## src/rtl/ram_arbiter_if.sv

```systemverilog
// Bus bundle for the CPU/host RAM arbiter: CPU port, host port and RAM port.
// The arbiter takes the slave view; the environment drives through master.
interface ram_arbiter_if;
  logic        cpu_req;
  logic        cpu_we;
  logic [31:0] cpu_addr;
  logic [31:0] cpu_wdata;
  logic        cpu_stall;
  logic [31:0] cpu_rdata;
  logic        cpu_rvalid;

  logic        host_req;
  logic        host_we;
  logic [31:0] host_addr;
  logic [31:0] host_wdata;
  logic        host_ack;
  logic [31:0] host_rdata;

  logic        ram_we;
  logic [31:0] ram_addr;
  logic [31:0] ram_wdata;
  logic [31:0] ram_rdata;

  modport slave (
    input  cpu_req, cpu_we, cpu_addr, cpu_wdata,
    input  host_req, host_we, host_addr, host_wdata,
    input  ram_rdata,
    output cpu_stall, cpu_rdata, cpu_rvalid,
    output host_ack, host_rdata,
    output ram_we, ram_addr, ram_wdata
  );

  modport master (
    output cpu_req, cpu_we, cpu_addr, cpu_wdata,
    output host_req, host_we, host_addr, host_wdata,
    output ram_rdata,
    input  cpu_stall, cpu_rdata, cpu_rvalid,
    input  host_ack, host_rdata,
    input  ram_we, ram_addr, ram_wdata
  );
endinterface

```

## src/rtl/ram_arbiter.sv

```systemverilog
// Single-port RAM arbiter: CPU has priority, host is forced through after
// STARVE_LIMIT consecutive denied cycles. Owner FSM tracks last cycle's grant.
//
// state | meaning
// IDLE  | nothing granted last cycle
// CPU   | CPU granted last cycle (read data returns now if it was a read)
// HOST  | host granted last cycle (host_ack pulses now)
module ram_arbiter #(
  parameter int STARVE_LIMIT = 8
) (
  input  logic          clk,
  input  logic          rst,
  ram_arbiter_if.slave  bus
);

  localparam logic [7:0] LIMIT = 8'(STARVE_LIMIT);

  typedef enum logic [1:0] {IDLE, CPU, HOST} owner_t;

  owner_t      owner;
  logic        last_we;
  logic [7:0]  wait_cnt;
  logic [31:0] addr_q;
  logic [31:0] wdata_q;
  logic [31:0] host_rdata_q;

  logic        in_ack;
  logic        host_elig;
  logic        force_host;
  logic        host_grant;
  logic        cpu_grant;

  always_comb begin
    in_ack     = (owner == HOST);
    host_elig  = bus.host_req & ~in_ack;
    force_host = host_elig & (wait_cnt == LIMIT);
    host_grant = ~rst & host_elig & (~bus.cpu_req | force_host);
    cpu_grant  = ~rst & bus.cpu_req & ~host_grant;
  end

  // RAM port: granted requester drives combinationally so the synchronous
  // RAM sees the address in the grant cycle; otherwise the last value holds.
  always_comb begin
    bus.cpu_stall = ~rst & bus.cpu_req & ~cpu_grant;
    bus.ram_we    = (cpu_grant & bus.cpu_we) | (host_grant & bus.host_we);
    if (rst) begin
      bus.ram_addr  = 32'h0;
      bus.ram_wdata = 32'h0;
    end else if (cpu_grant) begin
      bus.ram_addr  = bus.cpu_addr;
      bus.ram_wdata = bus.cpu_wdata;
    end else if (host_grant) begin
      bus.ram_addr  = bus.host_addr;
      bus.ram_wdata = bus.host_wdata;
    end else begin
      bus.ram_addr  = addr_q;
      bus.ram_wdata = wdata_q;
    end
  end

  always_comb begin
    bus.cpu_rvalid = ~rst & (owner == CPU) & ~last_we;
    bus.cpu_rdata  = bus.cpu_rvalid ? bus.ram_rdata : 32'h0;
    bus.host_ack   = ~rst & in_ack;
    if (rst)
      bus.host_rdata = 32'h0;
    else if (in_ack & ~last_we)
      bus.host_rdata = bus.ram_rdata;
    else
      bus.host_rdata = host_rdata_q;
  end

  always_ff @(posedge clk) begin
    if (rst) begin
      owner        <= IDLE;
      last_we      <= 1'b0;
      wait_cnt     <= 8'd0;
      addr_q       <= 32'h0;
      wdata_q      <= 32'h0;
      host_rdata_q <= 32'h0;
    end else begin
      if (cpu_grant) begin
        owner   <= CPU;
        last_we <= bus.cpu_we;
      end else if (host_grant) begin
        owner   <= HOST;
        last_we <= bus.host_we;
      end else begin
        owner   <= IDLE;
        last_we <= 1'b0;
      end

      if (cpu_grant | host_grant) begin
        addr_q  <= bus.ram_addr;
        wdata_q <= bus.ram_wdata;
      end

      if (host_grant | ~host_elig)
        wait_cnt <= 8'd0;
      else if (wait_cnt != LIMIT)
        wait_cnt <= wait_cnt + 8'd1;

      if (in_ack & ~last_we)
        host_rdata_q <= bus.ram_rdata;
    end
  end

endmodule

```

## src/flat_wrapper.sv

```systemverilog
// flat-port wrapper written by rule: the top's interface ports become plain ports
module ram_arbiter_flat 
#(
  parameter int STARVE_LIMIT = 8
)
  (clk, rst, bus_cpu_req, bus_cpu_we, bus_cpu_addr, bus_cpu_wdata, bus_host_req, bus_host_we, bus_host_addr, bus_host_wdata, bus_ram_rdata, bus_cpu_stall, bus_cpu_rdata, bus_cpu_rvalid, bus_host_ack, bus_host_rdata, bus_ram_we, bus_ram_addr, bus_ram_wdata);
  ram_arbiter_if bus_i ();
  input  logic clk;
  input  logic rst;
  input wire logic [$bits(bus_i.cpu_req)-1:0] bus_cpu_req;
  input wire logic [$bits(bus_i.cpu_we)-1:0] bus_cpu_we;
  input wire logic [$bits(bus_i.cpu_addr)-1:0] bus_cpu_addr;
  input wire logic [$bits(bus_i.cpu_wdata)-1:0] bus_cpu_wdata;
  input wire logic [$bits(bus_i.host_req)-1:0] bus_host_req;
  input wire logic [$bits(bus_i.host_we)-1:0] bus_host_we;
  input wire logic [$bits(bus_i.host_addr)-1:0] bus_host_addr;
  input wire logic [$bits(bus_i.host_wdata)-1:0] bus_host_wdata;
  input wire logic [$bits(bus_i.ram_rdata)-1:0] bus_ram_rdata;
  output wire logic [$bits(bus_i.cpu_stall)-1:0] bus_cpu_stall;
  output wire logic [$bits(bus_i.cpu_rdata)-1:0] bus_cpu_rdata;
  output wire logic [$bits(bus_i.cpu_rvalid)-1:0] bus_cpu_rvalid;
  output wire logic [$bits(bus_i.host_ack)-1:0] bus_host_ack;
  output wire logic [$bits(bus_i.host_rdata)-1:0] bus_host_rdata;
  output wire logic [$bits(bus_i.ram_we)-1:0] bus_ram_we;
  output wire logic [$bits(bus_i.ram_addr)-1:0] bus_ram_addr;
  output wire logic [$bits(bus_i.ram_wdata)-1:0] bus_ram_wdata;
  assign bus_i.cpu_req = bus_cpu_req;
  assign bus_i.cpu_we = bus_cpu_we;
  assign bus_i.cpu_addr = bus_cpu_addr;
  assign bus_i.cpu_wdata = bus_cpu_wdata;
  assign bus_i.host_req = bus_host_req;
  assign bus_i.host_we = bus_host_we;
  assign bus_i.host_addr = bus_host_addr;
  assign bus_i.host_wdata = bus_host_wdata;
  assign bus_i.ram_rdata = bus_ram_rdata;
  assign bus_cpu_stall = bus_i.cpu_stall;
  assign bus_cpu_rdata = bus_i.cpu_rdata;
  assign bus_cpu_rvalid = bus_i.cpu_rvalid;
  assign bus_host_ack = bus_i.host_ack;
  assign bus_host_rdata = bus_i.host_rdata;
  assign bus_ram_we = bus_i.ram_we;
  assign bus_ram_addr = bus_i.ram_addr;
  assign bus_ram_wdata = bus_i.ram_wdata;
  ram_arbiter #(.STARVE_LIMIT(STARVE_LIMIT)) u_core (.clk(clk), .rst(rst), .bus(bus_i));
endmodule
```

## config.mk

```make
export PLATFORM = sky130hd
export DESIGN_NAME = ram_arbiter_flat
export DESIGN_NICKNAME = d
export VERILOG_FILES = /design/src/rtl/ram_arbiter_if.sv /design/src/rtl/ram_arbiter.sv /design/src/flat_wrapper.sv
export SDC_FILE = /design/constraint.sdc
export NUM_CORES = 1
export LEC_CHECK = 0
export ABC_AREA = 1
export BUFFER_PORTS_ARGS = -buffer_cell sky130_fd_sc_hd__buf_2
export CORE_ASPECT_RATIO = 0.7
export CORE_UTILIZATION = 30
export DETAILED_ROUTE_END_ITERATION = 8
export PLACE_DENSITY = 0.68
export SYNTH_ARGS = -nofsm -noshare
export SYNTH_HDL_FRONTEND = slang
export SYNTH_SLANG_ARGS = --single-unit
```

## constraint.sdc

```tcl
create_clock -name clk -period 1.8 [get_ports clk]
set_input_delay 0.27 -clock clk [delete_from_list [all_inputs] [get_ports clk]]
set_output_delay 0.27 -clock clk [all_outputs]
set_load 0.005 [all_outputs]
```

==> results.yml, run 1 <==
timing:
  setup_tns_ns: -43.26
  slew_violations: 0
  max_freq_ghz: 0.428
  period_share: 1.30
  max-slew-margin-rel: 0.438
  fin_worst_skew_ns: 0.00680
  period_needed_ns: 2.33
  setup_slack_ns: -0.535
  setup_viol: 131
  rsz0062_at_grt: "yes"
  holdWs_ns: 0.132
  worst_pin_slew_ns: 0.844
  finalHoldViolations: 0
layout:
  area_growth_pct: 84.5
  layout-drive-gt1-share: 0.557
  fin_cells: 1478
  insertedDiodeCount: 0
  fillCellCount: 1583
  nNetsFinal: 1410
global_route:
  grt-ovfl-total: 0
  antenna_found_initial: 0
  grt_pass1_vias: 6508
  grt_pass1_wl_mm: 34.2
  grt_use_total: 0.233
  grt_max_degree: 73
critical_path:
  critPathSlowestCell: "dfxtp_2"
  cp.arrival_ns: 2.06
  end_kind: "output pin"
  cp_max_fo: 16
  start_kind: "register"
  worst-setup-path-type: "register to output pin"
  worstPathCellList: "inv_2 -> ha_4 -> nand3_4 -> o21ai_4 -> buf_6 -> nand2_4 -> buf_16 -> nand3_1 -> a21oi_2 -> buf_2"
  required_ns: 1.53
  cp_top_family: "buffers and inverters"
  worst-path-buf-inv: 4
  critPathMaxStageDelay_ns: 0.33
logic_synthesis:
  synth_most_common_cell: "nand3_1"
  ys_seq_area_frac: 0.390
  yosys.area.top_type: "dfxtp_1"
  synth.distinct_cells: 22
  avgSynthCellArea_um2: 6.53
  synth_edf_count: 0
  synthArstFlopShare: 0
  synth_common_cells: "nand3_1 (194), a21oi_1 (162), inv_1 (113), dfxtp_1 (107), nand2_1 (85)"
  synthesis.instances: 841
  synth_top_cells_by_area: "dfxtp_1 (39%), nand3_1 (18%), a21oi_1 (15%), inv_1 (7.7%), nand2_1 (5.8%)"
  syn_area_um2: 5500
  synth_fp_nets: 1009
  synth_top_area_share: 0.390
  synth_warnings: 0
  synthFlopType: "dfxtp_1"
  yosys_register_bits: 107
run_status:
  failed_checks: "setup timing"
  status: "complete, but fails checks"
floorplanning:
  die_w_um: 164
  dieArea_um2: 18900
  fp.dieH_um: 115
  coreArea_um2: 17500
  rows: 40
  io_pins: 298
  initial_core_util: 0.314
power_and_ir_drop:
  powerDensity_nw_per_um2: 615
  total_power_mw: 6.24
  p_leak_nw: 4.85
  ir_worst_vdd_mv: 0.418
detailed_routing:
  routed_via_density: 4.83
  wl_per_cell_um: 16.1
  postRouteAntennaNets: 0
  vias: 7137
  drt_iter0_markers: 434
  drc: 0
  finalWirelength_mm: 23.7
  drtPass1Iterations: 5
cts:
  clk_pin_slew_ns: 0.07
  htreeDepth: 3
  insertion_delay_ns: 0.35
  cts_hold_buf: 0
  ctsRootBufferMaster: "clkbuf_16"
  cts_buffers: 9
  clk_path_buf_depth: 2
  clock-sinks: 107
  cts_tree: "built"
placed_design:
  port_buffers: 297
  dpl.cell_count: 1414
  hpwlAfterDp_mm: 13.4
  pre_cts_slack_ns: -0.202
  gp_congestion: 0.886
min_path:
  min_path_type: "input pin to register"
run:
  cap_violations: 0
==> per-layer routing <==
metal,vias to the layer above,share of wire,wire (um),GRT usage
met4,0,0.015,367,0.0741
met5,-,0,0,0
met2,262,0.47,11000,0.376
met1,3282,0.45,10600,0.313
met3,30,0.071,1690,0.0455
li1,3563,-,-,-
==> through the flow <==
step	cell area [um^2]	util
4_1_cts	9480	0.541
2_1_floorplan	5500	-
6_report	10100	0.579
3_5_place_dp	7950	0.454
3_3_place_gp	7950	0.454
5_1_grt	10100	0.579
==> path summary, 6_finish.rpt <==
kind	startpoint	endpoint	slack [ns]	cells after the start
max	u_core.wait_cnt[1]$_SDFFE_PP0N_	bus_ram_addr[18]	-0.53	10
max reg2reg	u_core.owner[0]$_SDFF_PP0_	u_core.host_rdata_q[30]$_DFF_P_	-0.16	13
min	bus_cpu_we	u_core.last_we$_SDFF_PP0_	0.13	3
min reg2reg	u_core.host_rdata_q[9]$_DFF_P_	u_core.host_rdata_q[9]$_DFF_P_	0.45	2
==> placed cells by master, fill, tap and decap left out, types with 2 or more instances in the layout <==
cell type | synthesis | final
buf_2 | 13 | 294
nand3_1 | 194 | 133
buf_4 | 1 | 106
a21oi_1 | 162 | 104
dfxtp_1 | 107 | 102
inv_1 | 113 | 97
nand2_1 | 85 | 69
nand3_2 | 1 | 48
a21oi_2 | 0 | 46
nor2_1 | 42 | 41
inv_2 | 27 | 41
buf_12 | 0 | 20
o21ai_4 | 1 | 18
buf_6 | 3 | 18
nand2_2 | 2 | 15
o21ai_2 | 0 | 15
nand3_4 | 0 | 14
clkbuf_16 | 0 | 13
a21oi_4 | 0 | 12
buf_16 | 0 | 7
dfxtp_2 | 0 | 5
nand2_4 | 0 | 3
clkinvlp_4 | 0 | 3
buf_8 | 0 | 3
or2_4 | 0 | 2
xnor2_1 | 2 | 2
or2_2 | 3 | 2
==> flip-flops by register name (all words and copies together), names as in the netlist <==
register / cells
u_core.last_we: 1
u_core.wait_cnt: 8
u_core.wdata_q: 32
u_core.addr_q: 32
u_core.host_rdata_q: 32
u_core.owner: 2
==> worst reg2reg max path: cells and delay by family (launching register included) <==
family	cells	cell delay [ns]
compound gates	2	0.22
buf+inv	9	0.98
flops	1	0.32
simple gates	2	0.35
==> where the power goes <==
| part | switching [mW] | internal [mW] | total, mW |
|---|---|---|---|
| clock | 0.955 | 1.13 | 2.09 |
| sequential | 0.0334 | 2.49 | 2.52 |
| combinational | 0.865 | 0.763 | 1.63 |
| total | 1.85 | 4.38 | 6.24 |
==> logic make-up (layout without fill, tap and decap cells) <==
| kind of cell | after synthesis | after routing | share of synthesized area |
|---|---|---|---|
| AND/OR/NAND/NOR | 329 | 331 | 0.273 |
| flip-flops | 107 | 107 | 0.390 |
| adder cells (fa/ha/maj) | 2 | 2 | 0.00455 |
| buffers and inverters | 205 | 609 | 0.148 |
| XOR/XNOR | 3 | 3 | 0.00478 |
| AO/OA/AOI/OAI | 195 | 195 | 0.180 |
==> area by class of cell <==
type | instances | area (um^2) | area share
clock inverters | 6 | 72.6 | 0.00716
inverters | 140 | 541 | 0.0533
clock buffers | 10 | 239 | 0.0236
flip-flops and latches | 107 | 2150 | 0.212
repair buffers | 453 | 3240 | 0.320
multi-input cells | 531 | 3610 | 0.356
well taps | 231 | 289 | 0.0285
==> what timing repair did <==
action / CTS / global route
pin swaps: 23 / 32
cloned: 13 / 6
setup buffers: 26 / 12
setup endpoints to repair: 108 / 158
resized for setup: 200 / 134
No activity file was read; power rests on OpenSTA's default activity.
==> run 2, diff against run 1 <==
==> constraint.sdc (replaced) <==
create_clock -name clk -period 1.8 [get_ports clk]
set_input_delay 0.18 -clock clk [delete_from_list [all_inputs] [get_ports clk]]
set_output_delay 0.18 -clock clk [all_outputs]
set_load 0.005 [all_outputs]
==> run 2 against run 1 <==
  * The run still ends with setup timing left
  * Clock-buffer cell count decreased by 1
  * Register-to-register slack got worse by 0.07 ns
  * Via count decreased by 4.7%
  * Utilization decreased by 4.3 points
  * Maximum frequency increased by 7.6%
  * Largest cell class unchanged
  * Sequential power about the same
  * Hold slack got worse by 0.069 ns
  * Setup slack improved by 0.16 ns
  * Die area unchanged
  * Clock power decreased by 8%
  * Clock skew increased by 0.0019 ns
  * Sequential share of layout area increased by 1.7 points
==> results.yml, run 2 (same netlist as run 1, synthesis figures left out) <==
detailed_routing:
  vias: 6800
  postRouteAntennaNets: 0
  drc: 0
  drt_iter0_markers: 433
  finalWirelength_mm: 21.5
  wl_per_cell_um: 15.1
  drtPass1Iterations: 5
  routed_via_density: 4.80
timing:
  period_needed_ns: 2.17
  setup_viol: 131
  finalHoldViolations: 0
  max_freq_ghz: 0.461
  period_share: 1.21
  max-slew-margin-rel: 0.466
  slew_violations: 0
  holdWs_ns: 0.0635
  setup_slack_ns: -0.370
  rsz0062_at_grt: "yes"
  worst_pin_slew_ns: 0.801
  fin_worst_skew_ns: 0.00872
floorplanning:
  dieArea_um2: 18900
  initial_core_util: 0.314
  io_pins: 298
  die_w_um: 164
  fp.dieH_um: 115
  coreArea_um2: 17500
  rows: 40
global_route:
  grt_use_total: 0.214
  grt_max_degree: 75
  grt-ovfl-total: 0
  grt_pass1_wl_mm: 31.7
  antenna_found_initial: 1
  grt_pass1_vias: 6182
placed_design:
  dpl_cell_area_um2: 7480
  hpwlAfterDp_mm: 13.1
  port_buffers: 297
  gp_congestion: 0.874
critical_path:
  start_kind: "register"
  cp_max_fo: 6
  worst-setup-path-type: "register to output pin"
  required_ns: 1.62
  cp.arrival_ns: 1.99
  end_kind: "output pin"
cts:
  cts_buffers: 9
  ctsRootBufferMaster: "clkbuf_16"
  htreeDepth: 3
  clock-sinks: 107
  insertion_delay_ns: 0.35
  clk_path_buf_depth: 2
  cts_tree: "built"
  clk_pin_slew_ns: 0.08
layout:
  final_cell_mix: "buf_2 (294), nand3_1 (155), a21oi_1 (112)"
  nNetsFinal: 1349
  area_growth_pct: 70.7
  final_common_cell: "buf_2"
  layout-drive-gt1-share: 0.508
  design_area_um2: 9380
  reg_top3: "u_core.addr_q x32, u_core.host_rdata_q x32, u_core.wdata_q x32"
power_and_ir_drop:
  total_power_mw: 5.91
  ir_worst_vdd_mv: 0.455
  p_leak_nw: 4.52
  powerDensity_nw_per_um2: 630
run_status:
  status: "complete, but fails checks"
  failed_checks: "setup timing"
min_path:
  min_path_type: "input pin to register"
run:
  cap_violations: 0
## run 2: critical path, cell delays in order (launching register included)
cell	delay [ns]
dfxtp_2	0.33
inv_2	0.06
ha_4	0.14
nand3_4	0.07
o21ai_4	0.19
buf_6	0.16
nand2_8	0.11
buf_12	0.17
clkinv_8	0.04
nand2_2	0.04
nand2_1	0.05
nand2_1	0.06
nand2_1	0.09
buf_2	0.12
## run 2: report_power, final
| part | switching (mW) | leakage (nW) | internal (mW) |
|---|---|---|---|
| clock | 0.965 | 0.136 | 0.965 |
| sequential | 0.0349 | 0.877 | 2.49 |
| combinational | 0.792 | 3.50 | 0.666 |
| total | 1.79 | 4.52 | 4.12 |
## run 2: through the flow
| step | setup TNS, ns | cells | utilization | setup slack (ns) |
|---|---|---|---|---|
| floorplan | 0 | 841 | - | 0.132 |
| global placement | -0.0393 | 1356 | 0.427 | -0.0338 |
| detailed placement | -0.145 | 1356 | 0.427 | -0.0400 |
| CTS | -33.13 | 1415 | 0.506 | -0.363 |
| global route | -49.32 | 1417 | 0.535 | -0.504 |
| finish | -36.12 | 1418 | 0.536 | -0.370 |
## run 2: repair_timing
action / 4_1_cts / 5_1_grt
pin swaps: 24 / 24
cloned: 11 / 3
resized for setup: 181 / 105
setup buffers: 32 / 8
endpoints found under the setup margin: 98 / 137
hold buffers: 0 / 0
## run 2: final cells by class
type	instances	area, um^2
Fill cell	1658	8140
Multi-Input combinational cell	531	3440
Timing Repair Buffer	392	2680
Sequential cell	107	2150
Inverter	140	538
Tap cell	231	289
Clock buffer	9	225
Clock inverter	7	60.1
Antenna cell	1	2.50
## run 2: worst paths after layout
kind / from / to / slack [ns] / cells after the start
min reg2reg: u_core.host_rdata_q[5]$_DFF_P_ / u_core.host_rdata_q[5]$_DFF_P_ / 0.45 / 2
min: bus_cpu_wdata[31] / u_core.wdata_q[31]$_SDFFE_PP0P_ / 0.06 / 3
max reg2reg: u_core.wait_cnt[1]$_SDFFE_PP0N_ / u_core.last_we$_SDFF_PP0_ / -0.23 / 16
max: u_core.wait_cnt[1]$_SDFFE_PP0N_ / bus_ram_wdata[31] / -0.37 / 13
## run 2: metal layers
layer / GRT usage / wire length [um] / vias to the layer above
met5: 0 / 0 / -
met4: 0.0556 / 208 / 0
met3: 0.0429 / 1170 / 17
met2: 0.348 / 9930 / 200
met1: 0.289 / 10200 / 3157
li1: - / - / 3426
